### config.mk
export PLATFORM = sky130hd
export DESIGN_NAME = sreg_serial_loop_ctrl_flat
export DESIGN_NICKNAME = d
export VERILOG_FILES = /design/src/rtl/sreg_serial_loop_ctrl_if.sv /design/src/rtl/sreg_serial_loop_ctrl.sv /design/src/flat_wrapper.sv
export SDC_FILE = /design/constraint.sdc
export NUM_CORES = 1
export LEC_CHECK = 0
export ABC_AREA = 1
export CAP_MARGIN = 20
export CELL_PAD_IN_SITES_DETAIL_PLACEMENT = 1
export CELL_PAD_IN_SITES_GLOBAL_PLACEMENT = 2
export CORE_MARGIN = 10
export CORE_UTILIZATION = 30
export CTS_CLUSTER_SIZE = 12
export DETAILED_ROUTE_END_ITERATION = 8
export PLACE_DENSITY = 0.86
export SKIP_LAST_GASP = 1
export SLEW_MARGIN = 5
export SYNTH_ARGS = -nofsm -noshare
export SYNTH_HDL_FRONTEND = slang
export SYNTH_SLANG_ARGS = --single-unit
### constraint.sdc
create_clock -name clk -period 2.1 [get_ports clk]
set_input_delay 0.21 -clock clk [delete_from_list [all_inputs] [get_ports clk]]
set_output_delay 0.21 -clock clk [all_outputs]
set_load 0.01 [all_outputs]
### src/rtl/sreg_serial_loop_ctrl_if.sv
// Word-side handshake bundle for sreg_serial_loop_ctrl: send channel in, recaptured channel out.
interface sreg_serial_loop_ctrl_if #(
  parameter int WIDTH = 8
);
  logic [WIDTH-1:0] in_data;
  logic             in_valid;
  logic             in_ready;
  logic [WIDTH-1:0] out_data;
  logic             out_valid;
  logic             out_ready;

  modport master (
    output in_data, in_valid, out_ready,
    input  in_ready, out_data, out_valid
  );

  modport slave (
    input  in_data, in_valid, out_ready,
    output in_ready, out_data, out_valid
  );
endinterface

### src/rtl/sreg_serial_loop_ctrl.sv
// Shifts a word LSB-first through an external ce/si/so delay line and recaptures it on so.
// Optional SREG_CTRL_LOOP_CHECK_EN adds a sticky `mismatch` flag comparing returned and sent words.
module sreg_serial_loop_ctrl #(
  parameter int WIDTH      = 8,
  parameter int SREG_DEPTH = 8
) (
  input  logic                   clk,
  input  logic                   rst_n,
  sreg_serial_loop_ctrl_if.slave bus,
  input  logic                   hold,
  output logic                   sreg_ce,
  output logic                   sreg_si,
  input  logic                   sreg_so,
  output logic                   busy
`ifdef SREG_CTRL_LOOP_CHECK_EN
  ,
  output logic                   mismatch
`endif
);
  localparam int CW = $clog2(WIDTH + SREG_DEPTH + 1);
  localparam logic [CW-1:0] CNT_W    = CW'(WIDTH);
  localparam logic [CW-1:0] CNT_D    = CW'(SREG_DEPTH);
  localparam logic [CW-1:0] CNT_LAST = CW'(WIDTH + SREG_DEPTH - 1);

  typedef enum logic [1:0] {IDLE, RUN, HOLD_OUT} state_t;

  state_t           state;
  logic [CW-1:0]    cnt;
  logic [WIDTH-1:0] shift_q;
  logic [WIDTH-1:0] cap_q;
  logic [WIDTH-1:0] cap_next;
  logic [WIDTH-1:0] out_word;
  logic [WIDTH-1:0] out_data_q;
  logic             out_valid_q;
  logic             in_ready;
  logic             step;
  logic             load_out;

  // Written as shift-then-insert so WIDTH=1 needs no special slice.
  function automatic logic [WIDTH-1:0] cap_shift(input logic so, input logic [WIDTH-1:0] cap);
    logic [WIDTH-1:0] r;
    r = cap >> 1;
    r[WIDTH-1] = so;
    return r;
  endfunction

  always_comb begin
    in_ready = rst_n && (state == IDLE) && !out_valid_q;
    step     = (state == RUN) && !hold;
    sreg_ce  = step;
    sreg_si  = ((state == RUN) && (cnt < CNT_W)) ? shift_q[0] : 1'b0;
    busy     = (state == RUN);
    cap_next = cap_shift(sreg_so, cap_q);
    load_out = !out_valid_q && ((step && (cnt == CNT_LAST)) || (state == HOLD_OUT));
    out_word = (state == HOLD_OUT) ? cap_q : cap_next;
  end

  assign bus.in_ready  = in_ready;
  assign bus.out_data  = out_data_q;
  assign bus.out_valid = out_valid_q;

  always_ff @(posedge clk or negedge rst_n) begin
    if (!rst_n) begin
      state       <= IDLE;
      cnt         <= '0;
      shift_q     <= '0;
      cap_q       <= '0;
      out_data_q  <= '0;
      out_valid_q <= 1'b0;
    end else begin
      if (out_valid_q && bus.out_ready)
        out_valid_q <= 1'b0;
      case (state)
        IDLE: begin
          if (bus.in_valid && in_ready) begin
            shift_q <= bus.in_data;
            cnt     <= '0;
            cap_q   <= '0;
            state   <= RUN;
          end
        end
        RUN: begin
          if (!hold) begin
            cnt <= cnt + CW'(1);
            if (cnt < CNT_W)
              shift_q <= shift_q >> 1;
            // Captures before SREG_DEPTH would only see stale line contents.
            if (cnt >= CNT_D)
              cap_q <= cap_next;
            if (cnt == CNT_LAST) begin
              if (load_out) begin
                out_data_q  <= out_word;
                out_valid_q <= 1'b1;
                state       <= IDLE;
              end else begin
                state <= HOLD_OUT;
              end
            end
          end
        end
        HOLD_OUT: begin
          if (load_out) begin
            out_data_q  <= out_word;
            out_valid_q <= 1'b1;
            state       <= IDLE;
          end
        end
        default: state <= IDLE;
      endcase
    end
  end

`ifdef SREG_CTRL_LOOP_CHECK_EN
  logic [WIDTH-1:0] sent_q;

  always_ff @(posedge clk or negedge rst_n) begin
    if (!rst_n) begin
      sent_q   <= '0;
      mismatch <= 1'b0;
    end else begin
      if (bus.in_valid && in_ready)
        sent_q <= bus.in_data;
      if (load_out && (out_word != sent_q))
        mismatch <= 1'b1;
    end
  end
`endif

endmodule

### src/flat_wrapper.sv
// flat-port wrapper written by rule: the top's interface ports become plain ports
module sreg_serial_loop_ctrl_flat 
#(
  parameter int WIDTH      = 8,
  parameter int SREG_DEPTH = 8
)
  (clk, rst_n, hold, sreg_ce, sreg_si, sreg_so, busy, bus_in_data, bus_in_valid, bus_out_ready, bus_in_ready, bus_out_data, bus_out_valid);
  sreg_serial_loop_ctrl_if #(.WIDTH(WIDTH)) bus_i ();
  input  logic clk;
  input  logic rst_n;
  input  logic hold;
  output logic sreg_ce;
  output logic sreg_si;
  input  logic sreg_so;
  output logic busy;
  input wire logic [$bits(bus_i.in_data)-1:0] bus_in_data;
  input wire logic [$bits(bus_i.in_valid)-1:0] bus_in_valid;
  input wire logic [$bits(bus_i.out_ready)-1:0] bus_out_ready;
  output wire logic [$bits(bus_i.in_ready)-1:0] bus_in_ready;
  output wire logic [$bits(bus_i.out_data)-1:0] bus_out_data;
  output wire logic [$bits(bus_i.out_valid)-1:0] bus_out_valid;
  assign bus_i.in_data = bus_in_data;
  assign bus_i.in_valid = bus_in_valid;
  assign bus_i.out_ready = bus_out_ready;
  assign bus_in_ready = bus_i.in_ready;
  assign bus_out_data = bus_i.out_data;
  assign bus_out_valid = bus_i.out_valid;
  sreg_serial_loop_ctrl #(.WIDTH(WIDTH), .SREG_DEPTH(SREG_DEPTH)) u_core (.clk(clk), .rst_n(rst_n), .bus(bus_i), .hold(hold), .sreg_ce(sreg_ce), .sreg_si(sreg_si), .sreg_so(sreg_so), .busy(busy));
endmodule
==> results by group <==
Status
  – Run status: complete, no violations

Die
  – Die height: 95.6 um
  – Rows: 27
  – Starting density of the core: 30.9%
  – Die area: 9140 um^2
  – Die X: 95.6 um
  – Core region area: 5540 um^2
  – I/O pins: 27

Routing
  – Vias: 1,513
  – DRC: 0
  – Drt total wl: 4.22 mm
  – Antenna-violating nets left: 0
  – Drt initial violations: 53
  – Routed WL per cell: 12.9 um
  – Vias per cell: 4.61
  – DR pass1 iterations: 3

Worst setup path
  – Setup crit end kind: output port
  – Cell family with most CP delay: buffers and inverters
  – Slowest cell on the critical path: clkdlybuf4s50_1
  – Kind of critical path: reg2out
  – Worst path cell trace: inv_1, ha_1, nand2_1, nor2_1, clkdlybuf4s50_1
  – CP bufs+invs: 2
  – Crit path required time: 1.89 ns
  – Startpoint types: flop
  – Crit path max fanout: 4
  – CP Data Arrival Time: 1.76 ns
  – Crit path depth: 5
  – FF-to-FF path depth: 7
  – Slowest Stage Delay on Critical Path: 0.54 ns

Synthesis
  – Post-Synth Adder-Cell Area: 4.38%
  – Synthesized area: 1710 um^2
  – Synth Area per Inst: 7.72 um^2
  – Synth Area in Compound Gates: 6.13%
  – Yosys top cell by area: dfrtp_1
  – Synth top area share: 46.7%
  – Unique cell type count in the Yosys netlist: 19
  – Largest family of logic cells by synthesized area: simple AND/OR/NAND/NOR gates
  – Synth top cells by count: nand2_1 (100), dfrtp_1 (32), nand4_1 (19)
  – Multiplexer share of the synthesized area: 0%
  – Ys flop type: dfrtp_1
  – Most frequent cell after synthesis: nand2_1
  – Seq cells post-synth: 32
  – Synth area leaders: dfrtp_1 (47%), nand2_1 (22%), nand4_1 (6.9%)
  – Register area share after synthesis: 46.7%
  – Synth Instances: 222
  – Simple-gate share of the synthesized area: 36.9%
  – Synth async-reset ratio: 100%
  – Syn. warnings: 0
  – Post-synth net total: 242
  – Post-Synth XOR/XNOR Area: 0%
  – Number of flops mapped to enable cells by yosys: 0

STA
  – Final hold vios: 0
  – Hold_ws: 0.426 ns
  – Setup Viol. Count Final: 0
  – Period utilization: 93.6%
  – Worst setup margin: 0.135 ns
  – RSZ-0062 raised after global routing: no
  – Layout Skew: 0.00446 ns
  – Slew headroom: 66.0%
  – Fmax: 0.509 GHz
  – Slew Limit Fails: 0
  – Min Tclk post-route: 1.97 ns
  – Worst Tran Pin Value: 0.508 ns
  – Setup TNS Final: 0 ns

Place
  – Port bufs: 26
  – Placer Congestion: 0.747
  – Placed cell count: 321
  – Setup Slack @ Placement: 0.240 ns
  – Placed wire-length estimate: 3.26 mm

Clocking
  – CTS tree: done
  – Clock Latency Late Sink: 0.28 ns
  – Hold buffer count at CTS: 0
  – Reg clk slew, reported paths: 0.06 ns
  – H-Tree Depth: 2
  – Maximum clock insertion buffer count: 2
  – Setup Buffers After CTS: 0
  – Number of buffers created by CTS: 5
  – Sink Count: 32
  – Root Driver: clkbuf_8

GRT
  – Initial antenna violation count: 0
  – Vias in the first global route: 1,632
  – GRT overflow: 0
  – Largest net degree at the start of global routing: 33
  – First-pass GRT wire length: 7.54 mm
  – Total track usage: 10.3%

Cells and area
  – Nets: 276
  – Ratio of cells with drive above 1 in the final layout: 8.98%
  – Area Overhead vs Synth: 26.6%
  – Fillers: 715
  – Ant diodes: 0
  – Finished Core Util: 39.2%
  – Non-filler cells in the finished layout: 328

Pwr
  – Leak: 1.08 nW
  – Worst IR drop on VDD: 0.426 mV
  – PwrDens: 1140 nW/um^2

Min path
  – Class of the worst hold path: in2async

Run
  – Max-cap viol count: 0
## worst paths after layout
check | end | slack [ns] | startpoint
setup reg to reg | u_core.cap_q[3] | 0.27 | u_core.state[0]
min in group clk | u_core.bus.out_data[3] | 0.47 | u_core.bus.out_data[3]
hold reg to reg | u_core.bus.out_data[3] | 0.47 | u_core.bus.out_data[3]
setup / recovery | bus_in_ready | 0.13 | u_core.state[0]
hold / removal | u_core.state[0] | 0.43 | rst_n
max in group asynchronous | u_core.bus.out_data[4] | 1.37 | rst_n
## power by group
part	internal (W)	switching, W	total (W)
registers	0.000744	0.0000890	0.000833
logic	0.000433	0.000757	0.00119
clock network	0.000225	0.000215	0.000440
## per-layer routing
metal  up-vias  wire length (um)  GRT usage [%]
met3         5               209           2.51
met5         -                 0              0
met4         0                56           4.05
li1        792                 -              -
met2        24              2030           17.7
met1       692              1920           12.0
## final cells by class
type,instances,area (um^2),area share (%)
timing repair buffer,33,313,14.4
clock inverter,1,5.00,0.231
sequential,32,801,36.9
inverter,17,63.8,2.94
multi-input combinational,167,825,38.0
tap,72,90.1,4.15
clock buffer,6,72.6,3.34
## cell families after synthesis
family          Yosys count
flops                    32
compound gates           17
simple gates            144
fa+ha+maj                 6
buf+inv                  23
## through the flow
step	power [W]	area [um^2]
5_1_grt	0.00273	2170
3_5_place_dp	0.00204	2080
6_report	0.00246	2170
2_1_floorplan	0.00164	1710
3_3_place_gp	0.00201	2080
4_1_cts	0.00252	2170
## cells in the final DEF, fill, tap and decap left out
cell             count
clkdlybuf4s50_1     26
a21boi_0             1
inv_1               15
clkinv_2             1
o21ai_2              1
nand3_2              2
nand4_1             19
ha_4                 1
or2_2                2
ha_1                 5
nor2_4               1
nand2_1            100
dfrtp_1             32
nor2_1               5
o21ai_1              1
clkbuf_8             5
buf_4                7
clkbuf_1             1
a22oi_1              1
o21ai_4              1
inv_2                2
o21ai_0             12
nand3_1             15
## worst register-to-register path, stage by stage (launching register included)
cell	delay [ns]
dfrtp_1	0.42
inv_1	0.13
ha_1	0.25
inv_2	0.06
o21ai_4	0.41
nand3_2	0.27
nand2_1	0.13
nand2_1	0.06
## what timing repair did
| item | CTS | global route |
|---|---|---|
| pin swaps | 0 | 0 |
| gates resized for setup | 2 | 1 |
| setup endpoints to repair | 2 | 1 |
## flip-flops by register name (all words and copies together) (netlist names)
name,cells
u_core.cap_q,8
u_core.shift_q,8
u_core.bus.out_data,8
u_core.bus.out_valid,1
u_core.cnt,5
u_core.state,2
No activity file was read; power rests on OpenSTA's default activity.
